<file path="src/rtl/uart_tx_pkg.sv">
// Shared types and mux-select encoding for the UART transmit frame sequencer.
// UART_TX_TWO_STOP_EN adds the STOP2 state for two stop bits per frame.
package uart_tx_pkg;

  // TX output mux select; the mux input wiring follows these values.
  localparam logic [1:0] SEL_START = 2'b00;
  localparam logic [1:0] SEL_STOP  = 2'b01;
  localparam logic [1:0] SEL_DATA  = 2'b10;
  localparam logic [1:0] SEL_PAR   = 2'b11;

  typedef enum logic [2:0] {
    IDLE   = 3'd0,
    START  = 3'd1,
    DATA   = 3'd2,
    PARITY = 3'd3,
`ifdef UART_TX_TWO_STOP_EN
    STOP   = 3'd4,
    STOP2  = 3'd5
`else
    STOP   = 3'd4
`endif
  } tx_state_e;

endpackage

</file>
<file path="src/rtl/uart_tx_fsm.sv">
// UART TX frame sequencer: drives serializer load/shift and the output mux select.
// Define UART_TX_TWO_STOP_EN to emit two stop bits per frame.
module uart_tx_fsm
  import uart_tx_pkg::*;
#(
  parameter int DATA_WIDTH = 8
) (
  input  logic       CLK,
  input  logic       RST,
  input  logic       Data_Valid,
  input  logic       PAR_EN,
  output logic       ser_load,
  output logic       ser_en,
  output logic [1:0] mux_sel,
  output logic       busy
);

  localparam int               CNT_W    = $clog2(DATA_WIDTH);
  localparam logic [CNT_W-1:0] CNT_LAST = CNT_W'(DATA_WIDTH - 1);
  localparam logic [CNT_W-1:0] CNT_ONE  = CNT_W'(1);

  tx_state_e        state_q, state_d;
  logic [CNT_W-1:0] bit_cnt_q, bit_cnt_d;
  logic             par_en_q, par_en_d;

  always_ff @(posedge CLK or negedge RST) begin
    if (!RST) begin
      state_q   <= IDLE;
      bit_cnt_q <= '0;
      par_en_q  <= 1'b0;
    end else begin
      state_q   <= state_d;
      bit_cnt_q <= bit_cnt_d;
      par_en_q  <= par_en_d;
    end
  end

  always_comb begin
    state_d   = state_q;
    bit_cnt_d = bit_cnt_q;
    par_en_d  = par_en_q;
    unique case (state_q)
      IDLE: begin
        if (Data_Valid) begin
          state_d  = START;
          par_en_d = PAR_EN;
        end
      end
      START: begin
        state_d   = DATA;
        bit_cnt_d = '0;
      end
      DATA: begin
        // Counter parks on the last bit so it never exceeds DATA_WIDTH-1.
        if (bit_cnt_q == CNT_LAST) begin
          state_d = par_en_q ? PARITY : STOP;
        end else begin
          bit_cnt_d = bit_cnt_q + CNT_ONE;
        end
      end
      PARITY: begin
        state_d = STOP;
      end
`ifdef UART_TX_TWO_STOP_EN
      STOP: begin
        state_d = STOP2;
      end
      STOP2: begin
        if (Data_Valid) begin
          state_d  = START;
          par_en_d = PAR_EN;
        end else begin
          state_d = IDLE;
        end
      end
`else
      STOP: begin
        // Back-to-back frames skip IDLE entirely.
        if (Data_Valid) begin
          state_d  = START;
          par_en_d = PAR_EN;
        end else begin
          state_d = IDLE;
        end
      end
`endif
      default: begin
        state_d = IDLE;
      end
    endcase
  end

  always_comb begin
    ser_load = 1'b0;
    ser_en   = 1'b0;
    busy     = 1'b0;
    mux_sel  = SEL_STOP;
    unique case (state_q)
      IDLE: begin
        mux_sel = SEL_STOP;
      end
      START: begin
        mux_sel  = SEL_START;
        busy     = 1'b1;
        ser_load = 1'b1;
      end
      DATA: begin
        mux_sel = SEL_DATA;
        busy    = 1'b1;
        ser_en  = 1'b1;
      end
      PARITY: begin
        mux_sel = SEL_PAR;
        busy    = 1'b1;
      end
      STOP: begin
        mux_sel = SEL_STOP;
        busy    = 1'b1;
      end
`ifdef UART_TX_TWO_STOP_EN
      STOP2: begin
        mux_sel = SEL_STOP;
        busy    = 1'b1;
      end
`endif
      default: begin
        mux_sel = SEL_STOP;
      end
    endcase
  end

endmodule

</file>
<file path="config.mk">
export PLATFORM = sky130hd
export DESIGN_NAME = uart_tx_fsm
export DESIGN_NICKNAME = d
export VERILOG_FILES = /design/src/rtl/uart_tx_pkg.sv /design/src/rtl/uart_tx_fsm.sv
export SDC_FILE = /design/constraint.sdc
export NUM_CORES = 1
export LEC_CHECK = 0
export CORE_AREA = 2 2 39 41
export CTS_CLUSTER_DIAMETER = 40
export DETAILED_ROUTE_END_ITERATION = 10
export DIE_AREA = 0 0 41 43
export PLACE_DENSITY = 0.63
export SETUP_SLACK_MARGIN = 0.1
export SKIP_LAST_GASP = 1
export SYNTH_ARGS = -nofsm -noshare
export SYNTH_HDL_FRONTEND = slang
export SYNTH_SLANG_ARGS = --single-unit
</file>
<file path="constraint.sdc">
create_clock -name CLK -period 2.95 [get_ports CLK]
set_clock_uncertainty 0.05 [all_clocks]
set_input_delay 0.4425 -clock CLK [delete_from_list [all_inputs] [get_ports CLK]]
set_output_delay 0.4425 -clock CLK [all_outputs]
set_load 0.01 [all_outputs]
</file>
==> metrics.md, run 1 <==
| Metric | Value |
|---|---|
| Crit path max fanout | 12 |
| Cell count after synthesis | 38 |
| Synth warn | 0 |
| # DRC | 0 |
| Routed vias/inst | 4.89 |
| Worst r2r dst | bit_cnt_q[0]$_DFFE_PN0P_ |
| Hold_buf cts | 0 |
| Number of library cell types mapped by synthesis | 21 |
| Post CTS Setup Buffer Count | 0 |
| Antenna violations before repair | 0 |
| Worst-case clock buffer depth | 2 |
| Ports | 9 |
| DR pass1 iterations | 4 |
| Status | finished, final reports clean |
| Antenna Cells | 0 |
| Seq/Total Area, Yosys | 0.427 |
| Die area | 1760 um^2 |
| Critical-path top delay cell | clkdlybuf4s50_1 |
| RSZ-0062 raised after global routing | false |
| Power Dens Cells | 1050 nW/um^2 |
| WS Path Type | reg -> out |
| Post-CTS Resized | 0 |
| Core area | approximately 1400 um^2 |
| IO buf count | 8 |
| Final nets | 55 |
| TritonCTS clock tree | done |
| Slew Viols, Final | 0 |
| Final Hold Fails | 0 |
| Placer congestion estimate | 0.628 |
| Worst skew pair latency | around 240 ps |
| Avg WL per Cell | 10.1 um |
| Seq pwr share | 0.345 |
| Crit path buf inv count | 1 |
| Net switching share of the total power | 0.359 |
| Max Clk Rate | 467 MHz |
| Initial DRC Count | 4 |
| Initial core utilization | 0.297 |
| Comb pwr share | 0.505 |
| Crit-path cells | nor2_1 > xnor2_1 > clkdlybuf4s50_1 |
| Top delay family on crit path | buffers and inverters |
| Dpl hpwl | 510 um |
| Post-Route WL | 646 um |
| H-tree depth | 1 |
| Worst-path clk slew | 50 ps |
| Crit path DAT | approximately 1700 ps |
| Clock power frac | 0.150 |
| Number of clock sinks | 7 |
| TritonCTS buffer count | 3 |
| Netlist Area Pre-Place | between 400 and 500 um^2 |
| Worst reg2reg path startpoint | bit_cnt_q[0]$_DFFE_PN0P_ |
| # fillers | 153 |
| First-pass GRT wire length | around 1100 um |
| Root buffer cell | clkbuf_4 |
| Slew HR | 0.742 |
| Fraction of layout cells with a size suffix above 1 | 0.125 |
| Crit. End Element | primary output |
| FP Rows | 14 |
| Tmin final | 2140 ps |
| Sequential Area | around 180 um^2 |
| CP Launch Point | state_q[0]$_DFFE_PN0P_ |
| Largest net degree at the start of global routing | 13 |
| Critical Path Max Stage Delay | between 500 and 600 ps |
| Actual transition at the worst max-transition pin | 387 ps |
| Switch Pwr | 0.000195 W |
| DIE HEIGHT | 43 um |
| Net Count, Synth | 44 |
| Final Cycle Share | 0.726 |
| Max rail drop VDD | slightly below 0.3 mV |
| GRT Total Usage | 0.103 |
| Vias | 313 |
| GR Overflow Total | 0 |
| Max cap viols | 0 |
| WHS | approximately 400 ps |
| Cells on worst reg2reg path | 5 |
| LEAKAGE | around 0.23 nW |
| Startpoint Class | flop |
| Final setup fails | 0 |
| Data required, critical path | 2460 ps |
| Setup TNS | 0 ps |
| Synth Area per Inst | 10.8 um^2 |
| Die width | 41 um |
| Design internal power | approximately 0.00035 W |
| Area of the multi-input gates | approximately 200 um^2 |
| Vias in the first global route | 276 |
| Remaining antenna violation count | 0 |
| Hold WC Path Type | in -> async |
| Worst R2R Setup Slack | roughly 1400 ps |
| Area grow syn2layout | 25.3% |
| Synth Register Bits | 7 |
## Yosys cell counts
library cell  count  share of area
o21bai_1          1          0.018
xnor2_1           1          0.021
ha_1              2          0.061
mux2_2            2          0.055
a32oi_1           1          0.021
a211o_1           1          0.021
o2bb2ai_1         2          0.043
nor3_4            1          0.040
a22o_1            1          0.021
and2b_1           1          0.018
inv_1             2          0.018
a21oi_1           2          0.024
dfrtp_1           7           0.43
nor3_1            2          0.024
nand2b_1          1          0.015
nor2_1            3          0.027
a22oi_1           2          0.037
a21o_1            1          0.018
nor2b_1           1          0.015
nand2_1           2          0.018
buf_6             2          0.055
## flip-flops by register name, summed over array words and instances, names as in the netlist
register and flops:
par_en_q 1, state_q 3, bit_cnt_q 3
## worst max-delay path by stage
stage	cells after the start	endpoint	slack, ps
after floorplan	5	bit_cnt_q[0]$_DFFE_PN0P_	1540
after global placement	4	mux_sel[0]	1070
after detailed placement	3	busy	1050
after CTS	3	busy	780
after global routing	3	busy	680
final	3	busy	810
## area by class of cell
type,instances,share of cell area
Multi-Input combinational cell,27,0.399
Sequential cell,7,0.341
Timing Repair Buffer,8,0.156
Clock buffer,4,0.0511
Tap cell,16,0.0389
Inverter,2,0.0146
## metrics by stage
step	total power (W)	cells	worst slack [ps]	utilization	cell area, um^2
3_5_place_dp	0.000466	60	1050	0.353	488
4_1_cts	0.000552	64	785	0.372	514
6_report	0.000542	64	808	0.372	514
3_3_place_gp	0.000465	60	1070	0.353	488
2_1_floorplan	0.000372	38	1540	-	410
5_1_grt	0.000597	64	683	0.372	514
## cells by family (layout without fill, tap and decap cells)
| group | after synthesis | count (layout) | share of synthesized area |
|---|---|---|---|
| AO/OA/AOI/OAI | 11 | 11 | 0.204 |
| XOR/XNOR | 1 | 1 | 0.0213 |
| adder cells (fa/ha/maj) | 2 | 2 | 0.0610 |
| buffers and inverters | 4 | 14 | 0.0732 |
| flip-flops | 7 | 7 | 0.427 |
| multiplexers | 2 | 2 | 0.0549 |
| AND/OR/NAND/NOR | 11 | 11 | 0.159 |
## worst reg2reg max path, stage by stage, from the launching register on
cell and delay, ps:
dfrtp_1 390, ha_1 200, ha_1 260, nor2b_1 130, o21bai_1 100, a22o_1 260
## power by group through the flow
stage	clock network [W]	registers, W	logic (W)
after floorplan	0	0.000165	0.000207
after global placement	0	0.000188	0.000276
after detailed placement	0	0.000189	0.000277
after CTS	0.0000861	0.000187	0.000278
after global routing	0.0000938	0.000195	0.000308
final	0.0000815	0.000187	0.000274
## metal layers
metal | global-route usage | part of all wire
met1 | 0.128 | 0.44
met4 | 0.120 | 0.050
met5 | 0 | 0
met2 | 0.122 | 0.48
met3 | 0.0314 | 0.028
## layout by cell type (no fill, tap or decap)
cell type | synthesis | layout
o2bb2ai_1 | 2 | 2
a22oi_1 | 2 | 2
clkdlybuf4s50_1 | 0 | 8
a21o_1 | 1 | 1
o21bai_1 | 1 | 1
dfrtp_1 | 7 | 7
nand2_1 | 2 | 2
clkbuf_1 | 0 | 1
nand2b_1 | 1 | 1
and2b_1 | 1 | 1
nor2b_1 | 1 | 1
ha_1 | 2 | 2
mux2_2 | 2 | 2
a22o_1 | 1 | 1
nor2_1 | 3 | 3
xnor2_1 | 1 | 1
nor3_4 | 1 | 1
a32oi_1 | 1 | 1
clkbuf_4 | 0 | 3
nor3_1 | 2 | 2
a21oi_1 | 2 | 2
inv_1 | 2 | 2
a211o_1 | 1 | 1
No activity file was read; power rests on OpenSTA's default activity.
==> run 2: changes to the inputs <==
==> constraint.sdc (replaced) <==
create_clock -name CLK -period 2 [get_ports CLK]
set_clock_uncertainty 0.05 [all_clocks]
set_input_delay 0.3 -clock CLK [delete_from_list [all_inputs] [get_ports CLK]]
set_output_delay 0.3 -clock CLK [all_outputs]
set_load 0.01 [all_outputs]
==> run 2 against run 1 <==
Compared with the run above:
- critical path type unchanged
- first-iteration DRC count fell by 50%
- flip-flop and latch count did not move
- setup slack got worse by 650 ps
- clock-buffer cell count did not move
- routed wire length rose by 2.6%
- final area rose by 7.1%
- final cell count rose by 4.7%
- hold slack got worse by 140 ps
- clock power rose by 46%
- non-clock buffer count rose by 3
==> metrics.md, run 2 (synthesis gave the netlist of run 1 again) <==
| Metric | Value |
|---|---|
| Startpoint Class | flop |
| Data required, critical path | 1650 ps |
| Vias in the first global route | 285 |
| Initial DRC Count | 2 |
| Crit path DAT | 1490 ps |
| Crit. End Element | primary output |
| Post-Route WL | 663 um |
| CP Launch Point | state_q[1]$_DFFE_PN0P_ |
| DIE HEIGHT | 43 um |
| Area grow syn2layout | 34.1% |
| # fillers | 144 |
| Final Cycle Share | 0.920 |
| Worst skew pair latency | 240 ps |
| Root buffer cell | clkbuf_4 |
| Antenna Cells | 0 |
| Hold_buf cts | 0 |
| Max rail drop VDD | 0.409 mV |
| Max Clk Rate | 543 MHz |
| H-tree depth | 1 |
| Worst reg2reg path startpoint | bit_cnt_q[0]$_DFFE_PN0P_ |
| Final nets | 58 |
| Tmin final | 1840 ps |
| Die width | 41 um |
| Remaining antenna violation count | 0 |
| Most frequent cells in the layout | clkdlybuf4s50_1 (5), dfrtp_1 (4) |
| LEAKAGE | 0.278 nW |
| First-pass GRT wire length | 1100 um |
| TritonCTS buffer count | 3 |
| Routed vias/inst | 4.84 |
| Initial core utilization | 0.297 |
| Dpl hpwl | 514 um |
| Placer congestion estimate | 0.628 |
| Slew HR | 0.803 |
| Power Dens Cells | 1520 nW/um^2 |
| Hold WC Path Type | in -> async |
| Final Hold Fails | 0 |
| Final setup fails | 0 |
| Core area | between 1000 and 1500 um^2 |
| RSZ-0062 raised after global routing | true |
| Setup TNS | 0 ps |
| IO buf count | 8 |
| GRT Total Usage | 0.102 |
| Max cap viols | 0 |
| Ports | 9 |
| Status | finished, final reports clean |
| Vias | 324 |
| DR pass1 iterations | 4 |
| Crit path max fanout | 6 |
| Avg WL per Cell | 9.90 um |
| Slew Viols, Final | 0 |
| Actual transition at the worst max-transition pin | 294 ps |
| Critical Path Max Stage Delay | 470 ps |
| # DRC | 0 |
| Worst-case clock buffer depth | 2 |
| WS Path Type | reg -> out |
| Critical-path top delay cell | clkdlybuf4s50_1 |
| Fraction of layout cells with a size suffix above 1 | 0.275 |
| Number of clock sinks | 7 |
| Crit-path cells | inv_2 > nand2_1 > a21o_1 > clkdlybuf4s50_1 |
| TritonCTS clock tree | done |
| Antenna violations before repair | 0 |
| FP Rows | 14 |
| Final Util | 0.398 |
| GR Overflow Total | 0 |
| Worst-path clk slew | roughly 50 ps |
| Top flop regs | bit_cnt_q (3), state_q (3), par_en_q (1) |
| Largest net degree at the start of global routing | 10 |
| Die area | 1760 um^2 |
| Commonest non-fill, non-tap cell in the layout | clkdlybuf4s50_1 |
[run 2: cell types whose count changed in the layout (fill, tap and decap cells not counted), sizes merged]
cell and change:
buf +3, clkdlybuf4s50 -3, dlymetal6s2s +3
[run 2: critical path, delay by kind of cell, from the launching register on]
family | cells | cell delay, ps
AO/OA/AOI/OAI | 1 | 160
buffers and inverters | 2 | 560
AND/OR/NAND/NOR | 1 | 80
flip-flops | 1 | 450
[run 2: power by group]
group	switching [W]	internal (W)	leakage (nW)
Combinational	0.000182	0.000262	0.177
Sequential	0.0000724	0.000204	0.0857
Clock	0.0000434	0.0000756	0.0150
Total	0.000298	0.000541	0.278
[run 2: timing repair]
item,in CTS,in global routing
pin swaps,0,0
resized for setup,3,5
setup buffers,3,0
setup endpoints to repair,3,5
[run 2: cell type report]
type	count	area [um^2]	area share
flip-flops and latches	7	179	0.325
inverters	2	7.51	0.0136
repair buffers	11	110	0.200
multi-input cells	27	208	0.377
clock buffers	4	26.3	0.0477
well taps	16	20.0	0.0364
[run 2: per-layer routing]
metal | share of wire | up-vias | global-route usage
met1 | 0.46 | 148 | 0.121
met5 | 0 | - | 0
li1 | - | 166 | -
met3 | 0.035 | 2 | 0.0314
met2 | 0.48 | 8 | 0.125
met4 | 0.029 | 0 | 0.120
[run 2: worst paths after layout]
kind	end	slack, ps	cells after the start
setup / recovery	mux_sel[0]	160	4
hold / removal	par_en_q$_DFFE_PN0P_	260	1
setup reg to reg	bit_cnt_q[0]$_DFFE_PN0P_	500	5
hold reg to reg	bit_cnt_q[2]$_DFFE_PN0P_	470	1
max in group asynchronous	state_q[0]$_DFFE_PN0P_	1400	1
min in group CLK	bit_cnt_q[2]$_DFFE_PN0P_	470	1
[run 2: through the flow]
step | setup WS (ps) | instance area (um^2) | power (W) | instances | hold slack [ps]
finish | 159 | 551 | 0.000839 | 67 | 259
global route | 84.3 | 551 | 0.000921 | 67 | 255
CTS | 115 | 541 | 0.000858 | 67 | 257
detailed placement | 244 | 488 | 0.000688 | 60 | 465
global placement | 265 | 488 | 0.000685 | 60 | 462
floorplan | 587 | 410 | 0.000549 | 38 | -45.6
